$ cat src/rtl/nibble_serial_adder_ctrl.sv
// rtl/nibble_serial_adder_ctrl.sv - nibble-serial N-bit adder sequencer around one shared 4-bit ripple slice
// Optional subtract path and signed overflow flag: NIBBLE_SERIAL_SUB_EN

module adder_4bit (
    input  logic [3:0] i_a,
    input  logic [3:0] i_b,
    input  logic       i_cin,
    output logic [3:0] o_sum,
    output logic [3:0] o_c
);
    logic w_c0, w_c1, w_c2, w_c3;

    assign w_c0 = (i_a[0] & i_b[0]) | (i_cin & (i_a[0] ^ i_b[0]));
    assign w_c1 = (i_a[1] & i_b[1]) | (w_c0  & (i_a[1] ^ i_b[1]));
    assign w_c2 = (i_a[2] & i_b[2]) | (w_c1  & (i_a[2] ^ i_b[2]));
    assign w_c3 = (i_a[3] & i_b[3]) | (w_c2  & (i_a[3] ^ i_b[3]));

    assign o_sum = i_a ^ i_b ^ {w_c2, w_c1, w_c0, i_cin};
    assign o_c   = {w_c3, w_c2, w_c1, w_c0};
endmodule

module nibble_serial_adder_ctrl #(
    parameter int WORDS = 4
) (
    input  logic               clk,
    input  logic               rst_n,
    input  logic               start,
    input  logic [4*WORDS-1:0] a,
    input  logic [4*WORDS-1:0] b,
    input  logic               cin,
    output logic               busy,
    output logic               done,
    output logic [4*WORDS-1:0] s,
    output logic               cout
`ifdef NIBBLE_SERIAL_SUB_EN
    ,
    input  logic               sub,
    output logic               ovf
`endif
);
    localparam int W    = 4 * WORDS;
    localparam int IDXW = (WORDS > 1) ? $clog2(WORDS) : 1;

    typedef enum logic [1:0] {
        S_IDLE = 2'd0,
        S_RUN  = 2'd1,
        S_DONE = 2'd2
    } state_t;

    state_t            r_state;
    state_t            w_next;
    logic [W-1:0]      r_a;
    logic [W-1:0]      r_b;
    logic [W-1:0]      r_s;
    logic [IDXW-1:0]   r_idx;
    logic              r_carry;
    logic              r_cout;
    logic              w_accept;
    logic              w_last;
    logic              w_cin_eff;
    logic [3:0]        w_na;
    logic [3:0]        w_nb;
    logic [3:0]        w_nb_eff;
    logic [3:0]        w_sum;
    logic [3:0]        w_c;

    assign w_accept = start && ((r_state == S_IDLE) || (r_state == S_DONE));
    assign w_last   = (r_idx == IDXW'(WORDS - 1));

    always_comb begin
        w_na = '0;
        w_nb = '0;
        for (int n = 0; n < WORDS; n++) begin
            if (r_idx == IDXW'(n)) begin
                w_na = r_a[4*n +: 4];
                w_nb = r_b[4*n +: 4];
            end
        end
    end

`ifdef NIBBLE_SERIAL_SUB_EN
    logic r_sub;
    logic r_ovf;
    logic w_unused_c;

    // Subtraction is a + ~b + 1: invert B per nibble and force the initial carry.
    assign w_nb_eff   = r_sub ? ~w_nb : w_nb;
    assign w_cin_eff  = sub ? 1'b1 : cin;
    assign w_unused_c = ^w_c[1:0];
    assign ovf        = r_ovf;

    always_ff @(posedge clk or negedge rst_n) begin
        if (!rst_n) begin
            r_sub <= 1'b0;
            r_ovf <= 1'b0;
        end else if (w_accept) begin
            r_sub <= sub;
        end else if (r_state == S_RUN && w_last) begin
            r_ovf <= w_c[2] ^ w_c[3];
        end
    end
`else
    logic w_unused_c;

    assign w_nb_eff   = w_nb;
    assign w_cin_eff  = cin;
    assign w_unused_c = ^w_c[2:0];
`endif

    adder_4bit u_slice (
        .i_a   (w_na),
        .i_b   (w_nb_eff),
        .i_cin (r_carry),
        .o_sum (w_sum),
        .o_c   (w_c)
    );

    always_ff @(posedge clk or negedge rst_n) begin
        if (!rst_n) begin
            r_state <= S_IDLE;
        end else begin
            r_state <= w_next;
        end
    end

    always_comb begin
        w_next = r_state;
        case (r_state)
            S_IDLE:  if (start) w_next = S_RUN;
            S_RUN:   if (w_last) w_next = S_DONE;
            S_DONE:  w_next = start ? S_RUN : S_IDLE;
            default: w_next = S_IDLE;
        endcase
    end

    // s and cout are never cleared by a new start; nibbles are overwritten as they are computed.
    always_ff @(posedge clk or negedge rst_n) begin
        if (!rst_n) begin
            r_a     <= '0;
            r_b     <= '0;
            r_s     <= '0;
            r_idx   <= '0;
            r_carry <= 1'b0;
            r_cout  <= 1'b0;
        end else if (w_accept) begin
            r_a     <= a;
            r_b     <= b;
            r_carry <= w_cin_eff;
            r_idx   <= '0;
        end else if (r_state == S_RUN) begin
            for (int n = 0; n < WORDS; n++) begin
                if (r_idx == IDXW'(n)) begin
                    r_s[4*n +: 4] <= w_sum;
                end
            end
            r_carry <= w_c[3];
            r_idx   <= w_last ? '0 : r_idx + 1'b1;
            if (w_last) begin
                r_cout <= w_c[3];
            end
        end
    end

    assign busy = (r_state == S_RUN);
    assign done = (r_state == S_DONE);
    assign s    = r_s;
    assign cout = r_cout;
endmodule

$ cat config.mk
export PLATFORM = sky130hd
export DESIGN_NAME = nibble_serial_adder_ctrl
export DESIGN_NICKNAME = d
export VERILOG_FILES = /design/src/rtl/nibble_serial_adder_ctrl.sv
export SDC_FILE = /design/constraint.sdc
export NUM_CORES = 1
export LEC_CHECK = 0
export CORE_MARGIN = 2
export CORE_UTILIZATION = 41
export DETAILED_ROUTE_END_ITERATION = 16
export GPL_TIMING_DRIVEN = 0
export HOLD_SLACK_MARGIN = 0.02
export PLACE_DENSITY = 0.72
export SLEW_MARGIN = 0
export SYNTH_ARGS = -nofsm -noshare
export SYNTH_HDL_FRONTEND = slang
export SYNTH_SLANG_ARGS = --single-unit
$ cat constraint.sdc
create_clock -name clk -period 4.41 [get_ports clk]
set_input_delay 1.1025 -clock clk [delete_from_list [all_inputs] [get_ports clk]]
set_output_delay 1.1025 -clock clk [all_outputs]
set_load 0.02 [all_outputs]
* Yosys cells after proc, flatten, opt, wreduce, memory -nomap -nowiden
Cells that the tools add are included.
Storage, ports and cells: flip-flop bits (word level) 54, input port bits 36, output and inout bits 19
Cells by class: add/sub/neg operators 1, equal/unequal tests 7, multiplexer cells 17, bitwise gates (word level) 19, reductions and logical operators 10
Operators by type and width (count):
- $mux W4 | 8
- $reduce_and A3 Y1 | 4
- $mux W2 | 5
- $and A1 B1 Y1 | 8
- $xor A4 B4 Y4 | 2
- $eq A2 B2 Y1 const B | 3
- $pmux W2 S3 | 1
- $eq A2 B1 Y1 const B | 2
- $logic_not A2 Y1 | 2
- $or A1 B1 Y1 | 4
- $xor A1 B1 Y1 | 4
- $mux W1 | 3
- $add A2 B1 Y2 const B | 1
- $ne A2 B1 Y1 const B | 1
- $ne A2 B2 Y1 const B | 1
- $reduce_and A2 Y1 | 1
- $reduce_bool A2 Y1 | 1
- $logic_and A1 B1 Y1 | 1
- $logic_or A1 B1 Y1 | 1
- $not A1 Y1 | 1

* Logic depth before layout (Yosys ltp)
Gate-level depths: netlist of the first run.
depth after elaboration 16, mapped depth 11

* Modules after synthesis
Synthesis of the first run repeated with hierarchy kept, for this count alone.
Second synthesis, totals: cell total of the unflattened synthesis 240, area total of the unflattened synthesis 2504.9 um2
Modules (own cells, without submodules):
- nibble_serial_adder_ctrl | times used 1, cells each 232, area an instance 2394.8 um2
- adder_4bit | times used 1, cells each 8, area an instance 110.1 um2

* Worst setup path before layout of the first run
OpenSTA, ideal clock, no wires.
path type reg2reg, start register r_idx[0], end register r_s[3], in the netlist s[3], setup time 0.125 ns, arrival 3.106 ns, path slack 1.178 ns, stages on the path, launching flop included 10, buffers on the path 0, period minus slack after synthesis 3.232 ns, path through dfrtp_1 inv_1 ha_1 nor2_1 a31oi_1 fa_1 fa_1 fa_1 fa_1 mux2_4
On the way: longest elaborated chain between the ends 13, elaborated cells between the ends (all ways) 27
RTL lines:
- from (decl) | line 55 | logic [IDXW-1:0] r_idx;
- from (signal assigned) | line 157 | r_idx <= w_last ? '0 : r_idx + 1'b1;
- $logic_not A2 Y1 | line 74 | if (r_idx == IDXW'(n)) begin
- $mux W4 (4 in a row) | line 74
- $xor A1 B1 Y1 | line 13 | assign w_c0 = (i_a[0] & i_b[0]) | (i_cin & (i_a[0] ^ i_b[0]));
- $and A1 B1 Y1 | line 13
- $or A1 B1 Y1 | line 13
- $and A1 B1 Y1 | line 14 | assign w_c1 = (i_a[1] & i_b[1]) | (w_c0 & (i_a[1] ^ i_b[1]));
- $or A1 B1 Y1 | line 14
- $and A1 B1 Y1 | line 15 | assign w_c2 = (i_a[2] & i_b[2]) | (w_c1 & (i_a[2] ^ i_b[2]));
- $or A1 B1 Y1 | line 15
- $xor A4 B4 Y4 * | line 18 | assign o_sum = i_a ^ i_b ^ {w_c2, w_c1, w_c0, i_cin};
- named net u_slice.o_sum[3] | line 8 | output logic [3:0] o_sum,
- to (signal, indexed assignment) | line 153 | r_s[4*n +: 4] <= w_sum;
- to (decl) | line 54 | logic [W-1:0] r_s;
The timed path passes the listed nets; every way through them passes the cells marked *. A chain may end at the register's enable or synchronous reset.

* Final worst setup path of the first run
start register r_idx[0], end register r_s[11], in the netlist s[11]
Same word-level chain as after synthesis.

==> impl_metrics.py, run 1 <==
metrics = {
    "run_status": {
        "outcome": "finished clean",
    },
    "clock_network": {
        "post-cts-setup-buffers": 0,
        "cts_tree": "done",
        "clkSlewWorstSetupHoldPaths_ns": 0.10,
        "root_buffer": "clkbuf_8",
        "clock_sinks": 54,
        "cts_max_level": 2,
        "cts_resized": 0,
        "numCtsBuffers": 5,
        "cts-hold-fix-buffers": 0,
        "clockBufferDepth": 2,
        "clock_latency_ns": 0.31,
    },
    "worst_setup_path": {
        "arrival_ns": 3.84,
        "crit_fanout": 8,
        "endpoint_kind": "flip-flop",
        "start_kind": "flip-flop",
        "required_ns": 4.62,
        "criticalPathCategory": "flip-flop to flip-flop",
    },
    "finish": {
        "register_area_mm2": 0.00135,
        "n_antenna_cell": 0,
        "multi_input_area_mm2": 0.00107,
        "nNetsFinal": 347,
        "num-fill-cells": 530,
        "utilization": 0.548,
        "area_growth_pct": 29.8,
        "drive_above_1_share": 0.145,
    },
    "timing": {
        "worst_slew_pin_slew_ns": 0.510,
        "max_freq_mhz": 276,
        "timing.final.crit_share": 0.823,
        "rsz0062_at_grt": "no",
        "period_needed_ns": 3.63,
        "setup_violations": 0,
        "clock_skew_ns": 0.00491,
        "drv_slew": 0,
        "fin_setup_tns_ns": 0,
        "slew_headroom": 0.660,
        "finalHoldViolCount": 0,
    },
    "synthesis": {
        "yosysSeqAreaShare": 0.541,
        "ys_types": 21,
        "netlist.area_leader.share": 0.541,
        "syn_nets": 285,
        "yosysTopAreaCell": "dfrtp_1",
        "ys_warn_count": 0,
        "synth_area_per_cell_um2": 10.4,
        "synth.cell_area_mm2": 0.00250,
        "syn_inst": 241,
        "ys_seq_elements": 54,
        "synth.area.top_cells": "dfrtp_1, nand2_1, mux2_4, fa_1, nand3b_1",
    },
    "global_routing": {
        "grt_start_max_net_pins": 34,
        "overflow": 0,
        "grt_pass1_wl_um": 8370,
        "grt_usage": 0.167,
        "grt_pass1_vias": 1743,
        "antenna_found_initial": 0,
    },
    "power": {
        "powerDensity_mw_per_mm2": 839,
        "leakagePower_nw": 1.59,
        "ir_worst_vdd_v": 0.000473,
    },
    "drt": {
        "post_drt_wl_per_cell_um": 13.6,
        "drcViolationCount": 0,
        "vias_per_cell": 4.77,
        "firstDrtPassIters": 4,
        "totalWireLength_um": 5160,
        "ant_nets": 0,
        "initialDrtViolationCount": 131,
        "via_count": 1807,
    },
    "floorplanning": {
        "ios": 55,
        "floorplan.initialDensity": 0.422,
        "chipHeight_um": 82.1,
        "core-area_mm2": 0.00592,
        "die_width_um": 82.1,
        "fp-row-count": 28,
        "die_area_mm2": 0.00674,
    },
    "placed_design": {
        "hpwl_um": 3970,
        "io_buffers": 54,
        "gp_congestion": 0.873,
    },
    "hold_path": {
        "hp-class": "flip-flop to flip-flop",
    },
    "run": {
        "maxCapViolCount": 0,
    },
}
cell type report:
type                            count  area share
Tap cell                           75      0.0289
Clock inverter                      3     0.00810
Timing Repair Buffer               55       0.171
Clock buffer                        5      0.0212
Multi-Input combinational cell    172       0.331
Sequential cell                    54       0.417
Inverter                            5     0.00733
Buffer                             10      0.0154
metrics by stage:
stage                     hold slack (ns)  cell area [µm²]  power, W  instances  setup slack [ns]
final                               0.489             3240   0.00272        379             0.780
after global routing                0.498             3240   0.00292        379             0.564
after CTS                           0.486             3240   0.00274        379             0.808
after detailed placement            0.465             3150   0.00246        371             0.821
after global placement              0.458             3130   0.00241        370             0.722
after floorplan                     0.438             2500   0.00194        241              1.18
metal layers:
metal / vias to the layer above / GRT usage / part of all wire
met5: - / 0 / 0
met1: 845 / 0.220 / 0.47
li1: 908 / - / -
met4: 0 / 0.0450 / 0.011
met3: 6 / 0.0374 / 0.041
met2: 48 / 0.278 / 0.48
logic make-up (layout without fill, tap and decap cells):
kind of cell	count (synthesis)	after routing	share of synthesized area
buffers and inverters	15	78	0.0295
muxes	17	17	0.102
DFF	54	54	0.541
AOI/OAI and AO/OA	20	20	0.0501
adders and majority gates	8	8	0.0521
and+or+nand+nor	127	127	0.226
registers in the layout, summed over array words and instances, names as in the netlist:
signal / cells
cout: 1
r_a: 16
r_b: 16
r_carry: 1
r_idx: 2
r_state: 2
s: 16
cells in the mapped netlist (all sizes together):
| library cell | number |
|---|---|
| a31oi | 8 |
| buf | 10 |
| clkinv | 1 |
| dfrtp | 54 |
| fa | 4 |
| ha | 4 |
| inv | 4 |
| mux2 | 17 |
| nand2 | 109 |
| nand2b | 3 |
| nand3 | 1 |
| nand3b | 8 |
| nor2 | 2 |
| nor2b | 2 |
| nor3 | 1 |
| o21ai | 2 |
| o22ai | 8 |
| o31ai | 2 |
| or3b | 1 |
report_power, final:
group	switching (W)	total (W)	leakage, nW	internal (W)
registers	0.000153	0.000898	0.661	0.000744
clock network	0.000168	0.000283	0.0483	0.000115
logic	0.000789	0.00154	0.885	0.000754
cell usage in the layout, fill, tap and decap left out:
master / count
ha_1: 4
o21ai_0: 2
nand2_1: 105
nand3b_1: 8
o31ai_1: 2
nor3_1: 1
nand2b_1: 2
mux2_4: 17
nor2_1: 2
clkbuf_8: 5
inv_1: 4
fa_1: 4
dfrtp_1: 54
nand2_4: 4
nand2b_4: 1
nor2b_1: 2
nand3_1: 1
buf_2: 11
o22ai_1: 8
buf_12: 1
or3b_2: 1
a31oi_1: 8
clkinv_4: 4
clkdlybuf4s50_1: 53
critical path: stages (launching register included):
cell,delay (ns)
dfrtp_1,0.44
inv_1,0.09
ha_1,0.28
nor2_1,0.42
a31oi_1,0.23
fa_1,0.42
fa_1,0.39
fa_1,0.39
fa_1,0.55
mux2_4,0.31
path summary, 6_finish.rpt:
path / startpoint / endpoint / slack (ns) / cells after the start
min in group asynchronous: rst_n / r_a[2]$_DFFE_PN0P_ / 0.75 / 1
hold reg to reg: r_a[9]$_DFFE_PN0P_ / r_a[9]$_DFFE_PN0P_ / 0.49 / 2
setup / recovery: r_idx[0]$_DFFE_PN0P_ / s[11]$_DFFE_PN0P_ / 0.78 / 9
setup reg to reg: r_idx[0]$_DFFE_PN0P_ / s[11]$_DFFE_PN0P_ / 0.78 / 9
max in group asynchronous: rst_n / r_a[0]$_DFFE_PN0P_ / 3.12 / 2
hold / removal: r_a[9]$_DFFE_PN0P_ / r_a[9]$_DFFE_PN0P_ / 0.49 / 2
Power figures use the tool's default switching activity.
==> run 2: changes to the inputs <==
PLACE_DENSITY = 0.75   (was 0.72)
clock period = 3.2 ns   (was 4.41 ns; I/O delays follow)
==> run 2 against run 1 <==
Against the previous run:
- clock power increased by 59%
- register-to-register slack worse by 0.73 ns
- clock skew increased by 0.0011 ns
- sequential share of layout area is 1.6 points lower
- combinational power rose by 49%
- critical endpoint is now s[15]$_DFFE_PN0P_
- sequential power grew 39%
- flip-flop and latch count unchanged
- routed wire length rose by 7.7%
- critical path type unchanged
==> impl_metrics.py, run 2 (same netlist as run 1, synthesis figures left out) <==
metrics = {
    "global_routing": {
        "grt_start_max_net_pins": 29,
        "antenna_found_initial": 0,
        "grt_pass1_wl_um": 9170,
        "grt_usage": 0.182,
        "grt_pass1_vias": 1903,
        "overflow": 0,
    },
    "timing": {
        "finalWorstSetupSlack_ns": 0.0534,
        "timing.final.crit_share": 0.983,
        "clock_skew_ns": 0.00598,
        "max_freq_mhz": 318,
        "finalHoldViolCount": 0,
        "rsz0062_at_grt": "no",
        "worst_slew_pin_slew_ns": 0.625,
        "hold_slack_ns": 0.484,
        "setup_violations": 0,
        "drv_slew": 0,
        "slew_headroom": 0.583,
        "period_needed_ns": 3.15,
    },
    "placed_design": {
        "place_area_mm2": 0.00315,
        "gp_congestion": 0.791,
        "io_buffers": 54,
        "hpwl_um": 4060,
        "post-place-ws_ns": -0.372,
        "post-place-cells": 371,
    },
    "finish": {
        "mostFrequentLayoutCells": "nand2_1, clkdlybuf4s50_1, dfrtp_1, mux2_4, buf_2",
        "area_growth_pct": 35.2,
        "final_cell_area_mm2": 0.00338,
        "drive_above_1_share": 0.207,
        "n_antenna_cell": 0,
        "nNetsFinal": 352,
        "fin_cells": 384,
        "final_common_cell": "nand2_1",
        "num-fill-cells": 537,
    },
    "worst_setup_path": {
        "r2r_cells": 9,
        "crit_fanout": 7,
        "start_kind": "flip-flop",
        "required_ns": 3.40,
        "arrival_ns": 3.35,
        "criticalPathCategory": "flip-flop to flip-flop",
        "endpoint_kind": "flip-flop",
    },
    "power": {
        "total_power_w": 0.00400,
        "p_int_w": 0.00241,
        "leakagePower_nw": 1.63,
        "swShare": 0.397,
        "ir_worst_vdd_v": 0.000595,
        "pwr-share-comb": 0.574,
        "powerDensity_mw_per_mm2": 1180,
        "power_frac_seq": 0.314,
        "p_switching_w": 0.00159,
        "clockPowerShare": 0.112,
    },
    "floorplanning": {
        "die_area_mm2": 0.00674,
        "die_width_um": 82.1,
        "floorplan.initialDensity": 0.422,
        "fp-row-count": 28,
        "ios": 55,
        "core-area_mm2": 0.00592,
        "chipHeight_um": 82.1,
    },
    "clock_network": {
        "cts-hold-fix-buffers": 0,
        "cts_tree": "done",
        "clkSlewWorstSetupHoldPaths_ns": 0.10,
        "clock_latency_ns": 0.30,
        "root_buffer": "clkbuf_8",
        "clockBufferDepth": 2,
        "cts_max_level": 2,
        "clock_sinks": 54,
        "numCtsBuffers": 5,
    },
    "run": {
        "maxCapViolCount": 0,
    },
    "hold_path": {
        "hp-class": "flip-flop to flip-flop",
        "hold_path_depth": 2,
    },
    "run_status": {
        "outcome": "finished clean",
    },
    "drt": {
        "post_drt_wl_per_cell_um": 14.5,
        "totalWireLength_um": 5560,
        "firstDrtPassIters": 4,
        "drcViolationCount": 0,
        "vias_per_cell": 4.82,
        "initialDrtViolationCount": 116,
        "via_count": 1851,
        "ant_nets": 0,
    },
}
[run 2: worst max-delay path, cell delays in order, from the launching register on]
cell and delay [ns]:
dfrtp_2 0.46, ha_4 0.22, clkinvlp_4 0.16, o22ai_1 0.21, a31oi_1 0.10, fa_1 0.41
fa_2 0.35, fa_2 0.35, fa_2 0.47, mux2_4 0.29
[run 2: path summary, 6_finish.rpt]
check	slack, ns	endpoint	startpoint
min reg2reg	0.48	r_a[5]$_DFFE_PN0P_	r_a[5]$_DFFE_PN0P_
max in group asynchronous	2.14	r_a[7]$_DFFE_PN0P_	rst_n
min in group asynchronous	0.50	s[11]$_DFFE_PN0P_	rst_n
max	0.05	s[15]$_DFFE_PN0P_	r_idx[1]$_DFFE_PN0P_
min	0.48	r_a[5]$_DFFE_PN0P_	r_a[5]$_DFFE_PN0P_
max reg2reg	0.05	s[15]$_DFFE_PN0P_	r_idx[1]$_DFFE_PN0P_
[run 2: power by group through the flow]
stage | Clock, W | Combinational, W | Sequential (W)
4_1_cts | 0.000458 | 0.00226 | 0.00125
3_3_place_gp | 0 | 0.00205 | 0.00124
5_1_grt | 0.000486 | 0.00249 | 0.00129
2_1_floorplan | 0 | 0.00136 | 0.00132
6_report | 0.000449 | 0.00230 | 0.00125
3_5_place_dp | 0 | 0.00213 | 0.00125
[run 2: metrics by stage]
step / setup TNS, ns / utilization
2_1_floorplan: 0 / -
3_3_place_gp: -9.80 / 0.530
3_5_place_dp: -1.91 / 0.532
4_1_cts: 0 / 0.566
5_1_grt: 0 / 0.571
6_report: 0 / 0.571
[run 2: cell type report]
type	instances	area, µm²	area share
Tap cell	75	93.8	0.0278
Timing Repair Buffer	60	593	0.175
Sequential cell	54	1350	0.401
Inverter	5	30.0	0.00889
Multi-Input combinational cell	172	1150	0.340
Clock buffer	5	68.8	0.0204
Clock inverter	3	40.0	0.0118
Buffer	10	52.6	0.0155
[run 2: repair_timing]
| action | in CTS | in global routing |
|---|---|---|
| endpoints found under the setup margin | 6 | 4 |
| resized for setup | 16 | 5 |
| pin swaps | 2 | 3 |
| setup buffers | 3 | 2 |
[run 2: routing by layer]
layer,GRT usage,vias up,wire (µm),share of wire
met1,0.236,877,2530,0.46
met3,0.0363,6,244,0.044
li1,-,917,-,-
met4,0.0450,0,45,0.0081
met2,0.313,51,2740,0.49
met5,0,-,0,0
